File: config.mk
export PLATFORM = sky130hd
export DESIGN_NAME = ex_mem_pipe_flat
export DESIGN_NICKNAME = d
export VERILOG_FILES = /design/src/rtl/ex_mem_pipe_if.sv /design/src/rtl/ex_mem_pipe.sv /design/src/flat_wrapper.sv
export SDC_FILE = /design/constraint.sdc
export NUM_CORES = 1
export LEC_CHECK = 0
export CAP_MARGIN = 20
export CORE_ASPECT_RATIO = 1.25
export CORE_MARGIN = 3
export CORE_UTILIZATION = 40
export CTS_CLUSTER_DIAMETER = 200
export DETAILED_ROUTE_END_ITERATION = 10
export GPL_TIMING_DRIVEN = 0
export PLACE_DENSITY = 0.77
export RECOVER_POWER = 50
export REMOVE_ABC_BUFFERS = 1
export SLEW_MARGIN = 20
export SYNTH_ARGS = -nofsm -noshare
export SYNTH_HDL_FRONTEND = slang
export SYNTH_SLANG_ARGS = --single-unit
File: constraint.sdc
create_clock -name clock -period 2.2 [get_ports clock]
set_input_delay 0.33 -clock clock [delete_from_list [all_inputs] [get_ports clock]]
set_output_delay 0.33 -clock clock [all_outputs]
set_load 0.005 [all_outputs]
File: src/rtl/ex_mem_pipe_if.sv
// EX->MEM stage bus: EX-side entry handshake plus MEM-side registered entry and status.
// The pipe register is the slave; whoever drives EX fields and consumes MEM fields is the master.
interface ex_mem_pipe_if #(
  parameter int DATA_W  = 32,
  parameter int BADDR_W = 7,
  parameter int REG_W   = 5,
  parameter int CNT_W   = 16
);
  // EX side
  logic               in_valid;
  logic               in_ready;
  logic [DATA_W-1:0]  readALU;
  logic [DATA_W-1:0]  readWriteData;
  logic [BADDR_W-1:0] readBranchAddress;
  logic [REG_W-1:0]   readRD;
  logic [1:0]         readWB;
  logic [2:0]         readMem;
  logic               readZF;
  logic               readBNE;

  // MEM side
  logic               out_valid;
  logic               out_ready;
  logic [DATA_W-1:0]  aluResult;
  logic [DATA_W-1:0]  writeData;
  logic [BADDR_W-1:0] branchAddress;
  logic [REG_W-1:0]   rd;
  logic [1:0]         wb;
  logic               ZF;
  logic               BNE;
  logic               memRead;
  logic               memWrite;
  logic               branch;
  logic               branchTaken;
  logic [CNT_W-1:0]   stallCount;

  modport slave (
    input  in_valid, readALU, readWriteData, readBranchAddress, readRD, readWB,
           readMem, readZF, readBNE, out_ready,
    output in_ready, out_valid, aluResult, writeData, branchAddress, rd, wb,
           ZF, BNE, memRead, memWrite, branch, branchTaken, stallCount
  );

  modport master (
    output in_valid, readALU, readWriteData, readBranchAddress, readRD, readWB,
           readMem, readZF, readBNE, out_ready,
    input  in_ready, out_valid, aluResult, writeData, branchAddress, rd, wb,
           ZF, BNE, memRead, memWrite, branch, branchTaken, stallCount
  );
endinterface

File: src/rtl/ex_mem_pipe.sv
// EX/MEM pipeline register with a skid slot: full-throughput streaming, registered in_ready,
// flush, branch resolution for the head entry and a saturating head-stall counter.
module ex_mem_pipe #(
  parameter int DATA_W  = 32,
  parameter int BADDR_W = 7,
  parameter int REG_W   = 5,
  parameter int CNT_W   = 16
) (
  input  logic           clock,
  input  logic           reset,
  input  logic           flush,
  ex_mem_pipe_if.slave   bus
);

  typedef struct packed {
    logic [DATA_W-1:0]  alu;
    logic [DATA_W-1:0]  writeData;
    logic [BADDR_W-1:0] branchAddress;
    logic [REG_W-1:0]   rd;
    logic [1:0]         wb;
    logic [2:0]         mem;   // {branch, memRead, memWrite}
    logic               zf;
    logic               bne;
  } entryT;

  entryT            incoming;
  entryT            mainReg, mainNext;
  entryT            skidReg, skidNext;
  logic             mainValidReg, mainValidNext;
  logic             skidValidReg, skidValidNext;
  logic             inReadyReg;
  logic [CNT_W-1:0] stallCountReg;

  logic accept;
  logic fire;
  logic stallAtMax;

  always_comb begin
    incoming               = '0;
    incoming.alu           = bus.readALU;
    incoming.writeData     = bus.readWriteData;
    incoming.branchAddress = bus.readBranchAddress;
    incoming.rd            = bus.readRD;
    incoming.wb            = bus.readWB;
    incoming.mem           = bus.readMem;
    incoming.zf            = bus.readZF;
    incoming.bne           = bus.readBNE;
  end

  // The flush-cycle input is dropped, so flush also gates acceptance.
  assign accept     = bus.in_valid & inReadyReg & ~flush;
  assign fire       = mainValidReg & bus.out_ready;
  assign stallAtMax = &stallCountReg;

  always_comb begin
    mainNext      = mainReg;
    mainValidNext = mainValidReg;
    skidNext      = skidReg;
    skidValidNext = skidValidReg;
    if (flush) begin
      mainValidNext = 1'b0;
      skidValidNext = 1'b0;
    end else if (fire || !mainValidReg) begin
      if (skidValidReg) begin
        // in_ready was low, so no input can compete with the skid entry here.
        mainNext      = skidReg;
        mainValidNext = 1'b1;
        skidValidNext = 1'b0;
      end else if (accept) begin
        mainNext      = incoming;
        mainValidNext = 1'b1;
      end else begin
        mainValidNext = 1'b0;
      end
    end else if (accept) begin
      skidNext      = incoming;
      skidValidNext = 1'b1;
    end
  end

  always_ff @(posedge clock) begin
    if (reset) begin
      mainReg       <= '0;
      skidReg       <= '0;
      mainValidReg  <= 1'b0;
      skidValidReg  <= 1'b0;
      inReadyReg    <= 1'b1;
      stallCountReg <= '0;
    end else begin
      mainReg      <= mainNext;
      skidReg      <= skidNext;
      mainValidReg <= mainValidNext;
      skidValidReg <= skidValidNext;
      // Registered copy of the skid-empty flag keeps out_ready off the in_ready path.
      inReadyReg   <= ~skidValidNext;
      if (mainValidReg && !bus.out_ready && !stallAtMax) begin
        stallCountReg <= stallCountReg + CNT_W'(1);
      end
    end
  end

  logic [2:0] memGated;
  logic [1:0] wbGated;

  genvar gi;
  generate
    for (gi = 0; gi < 3; gi++) begin : gMemGate
      assign memGated[gi] = mainValidReg & mainReg.mem[gi];
    end
    for (gi = 0; gi < 2; gi++) begin : gWbGate
      assign wbGated[gi] = mainValidReg & mainReg.wb[gi];
    end
  endgenerate

  assign bus.in_ready      = inReadyReg;
  assign bus.out_valid     = mainValidReg;
  assign bus.aluResult     = mainReg.alu;
  assign bus.writeData     = mainReg.writeData;
  assign bus.branchAddress = mainReg.branchAddress;
  assign bus.rd            = mainReg.rd;
  assign bus.wb            = wbGated;
  assign bus.ZF            = mainReg.zf;
  assign bus.BNE           = mainReg.bne;
  assign bus.memWrite      = memGated[0];
  assign bus.memRead       = memGated[1];
  assign bus.branch        = memGated[2];
  assign bus.branchTaken   = memGated[2] & (mainReg.bne ? ~mainReg.zf : mainReg.zf);
  assign bus.stallCount    = stallCountReg;

endmodule

File: src/flat_wrapper.sv
// flat-port wrapper written by rule: the top's interface ports become plain ports
module ex_mem_pipe_flat 
#(
  parameter int DATA_W  = 32,
  parameter int BADDR_W = 7,
  parameter int REG_W   = 5,
  parameter int CNT_W   = 16
)
  (clock, reset, flush, bus_in_valid, bus_readALU, bus_readWriteData, bus_readBranchAddress, bus_readRD, bus_readWB, bus_readMem, bus_readZF, bus_readBNE, bus_out_ready, bus_in_ready, bus_out_valid, bus_aluResult, bus_writeData, bus_branchAddress, bus_rd, bus_wb, bus_ZF, bus_BNE, bus_memRead, bus_memWrite, bus_branch, bus_branchTaken, bus_stallCount);
  ex_mem_pipe_if #(.DATA_W(DATA_W), .BADDR_W(BADDR_W), .REG_W(REG_W), .CNT_W(CNT_W)) bus_i ();
  input  logic clock;
  input  logic reset;
  input  logic flush;
  input wire logic [$bits(bus_i.in_valid)-1:0] bus_in_valid;
  input wire logic [$bits(bus_i.readALU)-1:0] bus_readALU;
  input wire logic [$bits(bus_i.readWriteData)-1:0] bus_readWriteData;
  input wire logic [$bits(bus_i.readBranchAddress)-1:0] bus_readBranchAddress;
  input wire logic [$bits(bus_i.readRD)-1:0] bus_readRD;
  input wire logic [$bits(bus_i.readWB)-1:0] bus_readWB;
  input wire logic [$bits(bus_i.readMem)-1:0] bus_readMem;
  input wire logic [$bits(bus_i.readZF)-1:0] bus_readZF;
  input wire logic [$bits(bus_i.readBNE)-1:0] bus_readBNE;
  input wire logic [$bits(bus_i.out_ready)-1:0] bus_out_ready;
  output wire logic [$bits(bus_i.in_ready)-1:0] bus_in_ready;
  output wire logic [$bits(bus_i.out_valid)-1:0] bus_out_valid;
  output wire logic [$bits(bus_i.aluResult)-1:0] bus_aluResult;
  output wire logic [$bits(bus_i.writeData)-1:0] bus_writeData;
  output wire logic [$bits(bus_i.branchAddress)-1:0] bus_branchAddress;
  output wire logic [$bits(bus_i.rd)-1:0] bus_rd;
  output wire logic [$bits(bus_i.wb)-1:0] bus_wb;
  output wire logic [$bits(bus_i.ZF)-1:0] bus_ZF;
  output wire logic [$bits(bus_i.BNE)-1:0] bus_BNE;
  output wire logic [$bits(bus_i.memRead)-1:0] bus_memRead;
  output wire logic [$bits(bus_i.memWrite)-1:0] bus_memWrite;
  output wire logic [$bits(bus_i.branch)-1:0] bus_branch;
  output wire logic [$bits(bus_i.branchTaken)-1:0] bus_branchTaken;
  output wire logic [$bits(bus_i.stallCount)-1:0] bus_stallCount;
  assign bus_i.in_valid = bus_in_valid;
  assign bus_i.readALU = bus_readALU;
  assign bus_i.readWriteData = bus_readWriteData;
  assign bus_i.readBranchAddress = bus_readBranchAddress;
  assign bus_i.readRD = bus_readRD;
  assign bus_i.readWB = bus_readWB;
  assign bus_i.readMem = bus_readMem;
  assign bus_i.readZF = bus_readZF;
  assign bus_i.readBNE = bus_readBNE;
  assign bus_i.out_ready = bus_out_ready;
  assign bus_in_ready = bus_i.in_ready;
  assign bus_out_valid = bus_i.out_valid;
  assign bus_aluResult = bus_i.aluResult;
  assign bus_writeData = bus_i.writeData;
  assign bus_branchAddress = bus_i.branchAddress;
  assign bus_rd = bus_i.rd;
  assign bus_wb = bus_i.wb;
  assign bus_ZF = bus_i.ZF;
  assign bus_BNE = bus_i.BNE;
  assign bus_memRead = bus_i.memRead;
  assign bus_memWrite = bus_i.memWrite;
  assign bus_branch = bus_i.branch;
  assign bus_branchTaken = bus_i.branchTaken;
  assign bus_stallCount = bus_i.stallCount;
  ex_mem_pipe #(.DATA_W(DATA_W), .BADDR_W(BADDR_W), .REG_W(REG_W), .CNT_W(CNT_W)) u_core (.clock(clock), .reset(reset), .flush(flush), .bus(bus_i));
endmodule
==> flow_summary.ini <==
[status]
status = completed

[routing]
dr_total_vias = 6401
routed_wl_mm = 18.96
drc_errors = 0
drt_first_pass_iters = 4
routed_via_density = 4.997
postRouteAntennaNets = 0
drt_iter0_drc = 350
wire_per_inst_um = 14.80

[timing]
relSlewSlack_pct = 54.10
finalCritPeriodShare_pct = 91.85
worst_slew_pin_slew_ns = 0.6885
slew_viol_final = 0
finClkSkew_ns = 0.006249
worst_slack_ns = 0.1793
holdWs_ns = 0.3719
setup_viol = 0
min_period_ns = 2.021
max_freq_ghz = 0.4949
finalHoldViolations = 0

[critical_path]
startpoint_type = flop
crit_required_ns = 2.52
worst-path-max-fanout = 25
path_class = flop to flop
arrival_ns = 2.35
cp-end-kind = flop

[die]
die_h_um = 163.1
initial_core_util_pct = 41.43
pin_count = 190
placementRows = 56
die_area_sq_um = 21470
die_w_um = 131.7
coreArea_sq_um = 19060

[clock_network]
cts_max_path_buffers = 2
cts_tree = built
cts.sinks = 185
cts_buffers = 17
clk_latency_ns = 0.42
postCtsHoldBufs = 0
htree_num_levels = 4
path_clk_slew_ns = 0.07
clockRootBuffer = clkbuf_16

[synthesis]
seq_area_frac_synth_pct = 46.90
synth_ff_type = dfxtp_1
synthTopCellsByArea = dfxtp_1, mux2i_1, nand2_1
ys_warn_count = 0
synth_area_per_cell_sq_um = 8.649
syn_area_sq_um = 7896
synth_edf_count = 0
yosysMostFrequentCell = dfxtp_1
yosysTopAreaCell = dfxtp_1
ys_types = 31
synthTopCellsByCount = dfxtp_1, nand2_1, a21oi_1, nor2_1
synth_top_area_share_pct = 46.90
synth-seq-cells = 185
synthCells = 913
async_flop_share_pct = 0

[layout]
seq_area_sq_um = 3707
antenna_cells = 0
drive_gt1_share_pct = 6.667
n_fill_cell = 1767
final_cells = 1281
fin_nets = 1096
multiInputGateArea_sq_um = 3356
area_growth_pct = 29.31

[place]
pre_cts_ws_ns = -0.4318
dp.cells = 1247
dp_hpwl_mm = 12.88
gp_congestion = 0.7674
port_buffers = 189

[power]
p_switching_mw = 1.687
leakage_nw = 3.351
totalPowerFinal_mw = 7.411
comb_power_share_pct = 10.4
ir_drop_v = 0.0004488
swShare_pct = 22.76
seqPwrFrac_pct = 47.7
clkPwrFrac_pct = 41.9
power-per-cell-area_nw_per_um2 = 725.8
power.internal_mw = 5.724

[global_route]
grt_pass1_vias = 6098
grt_pass1_wl_mm = 30.66
grt-ovfl-total = 0
grt_usage_pct = 17.39
grt_start_max_net_pins = 98
antenna_found_initial = 0

[flow_run]
max_cap_violations = 0

[hold_path]
worstHoldPathType = input port to flop
-- critical path, cell delays in order (launching register included) --
cell	delay (ns)
dfxtp_4	0.39
buf_12	0.18
a21oi_1	0.11
nor3_4	0.23
buf_6	0.19
buf_4	0.29
buf_4	0.25
nor2_1	0.05
a211oi_1	0.22
-- metal layers --
layer,share of wire (%),up-vias,global-route usage [%]
met4,2.1,0,5.922
li1,-,3253,-
met1,43,2947,20.75
met2,49,167,30.01
met3,5.6,34,5.206
met5,0,-,0
-- area by class of cell --
cell class	instances	area share [%]
clock buffer	23	4.779
clock inverter	9	1.078
inverter	2	0.07352
multi-input combinational	583	32.86
sequential	185	36.31
tap	261	3.198
timing repair buffer	218	21.70
-- sequential cells by signal (all words and copies together) (netlist names) --
| register | count |
|---|---|
| u_core.skidReg | 83 |
| u_core.bus.aluResult | 32 |
| u_core.bus.writeData | 32 |
| u_core.bus.stallCount | 16 |
| u_core.bus.branchAddress | 7 |
| u_core.bus.rd | 5 |
| u_core.mainReg | 5 |
| u_core.bus.BNE | 1 |
| u_core.bus.ZF | 1 |
| u_core.bus.in_ready | 1 |
| u_core.bus.out_valid | 1 |
| u_core.skidValidReg | 1 |
-- kinds of logic (layout without fill, tap and decap cells) --
logic type / count (synthesis) / after routing / synth area share, %
adder cells (fa/ha/maj): 1 / 1 / 0.1584
AND/OR/NAND/NOR: 299 / 299 / 15.61
AO/OA/AOI/OAI: 196 / 196 / 15.35
flip-flops: 185 / 185 / 46.90
XOR/XNOR: 3 / 3 / 0.3328
multiplexers: 84 / 84 / 10.65
buffers and inverters: 145 / 252 / 11.00
-- power by group through the flow --
| stage | sequential (mW) | combinational [mW] | clock (mW) |
|---|---|---|---|
| 6_report | 3.53 | 0.772 | 3.11 |
| 5_1_grt | 3.55 | 0.846 | 3.34 |
| 4_1_cts | 3.53 | 0.783 | 3.20 |
| 3_5_place_dp | 3.61 | 0.773 | 0 |
| 3_3_place_gp | 3.61 | 0.815 | 0 |
| 2_1_floorplan | 3.62 | 0.283 | 0 |
-- through the flow --
| stage | TNS (ns) | instance area [sq um] | utilization (%) |
|---|---|---|---|
| 2_1_floorplan | -1069.91 | 7036 | - |
| 3_3_place_gp | -1965.76 | 9254 | 48.56 |
| 3_5_place_dp | -23.55 | 9564 | 50.18 |
| 4_1_cts | 0 | 10220 | 53.64 |
| 5_1_grt | -0.003084 | 10210 | 53.58 |
| 6_report | 0 | 10210 | 53.58 |
-- worst paths after layout --
path	start	endpoint	slack (ns)	cells after the start
worst max-delay path	u_core.skidValidReg	u_core.bus.aluResult[0]	0.18	8
worst min-delay path	reset	u_core.skidReg[20]	0.37	2
worst max register to register	u_core.skidValidReg	u_core.bus.aluResult[0]	0.18	8
worst min register to register	u_core.skidReg[72]	u_core.skidReg[72]	0.45	2
-- layout by cell type (no fill, tap or decap), types with 3 or more instances in the layout --
cell / count
o21ai_1: 6
o31ai_1: 5
nand3_1: 3
dfxtp_1: 184
clkdlybuf4s50_1: 188
mux2i_1: 84
or3_1: 8
buf_4: 15
nand4_1: 4
clkinv_2: 3
nand2_1: 174
inv_6: 4
buf_6: 9
or4_1: 5
a211oi_1: 84
and3_1: 3
nor2_1: 86
clkbuf_16: 17
clkbuf_8: 4
a21oi_1: 97
and2_1: 7
xor2_1: 3
-- what timing repair did --
action                     CTS  global route
resized for setup            2             5
gates cloned                 1             0
pin swaps                    1             2
setup buffers                2             1
setup endpoints to repair   73            24
Note: power is estimated with default switching activity, not from simulation.
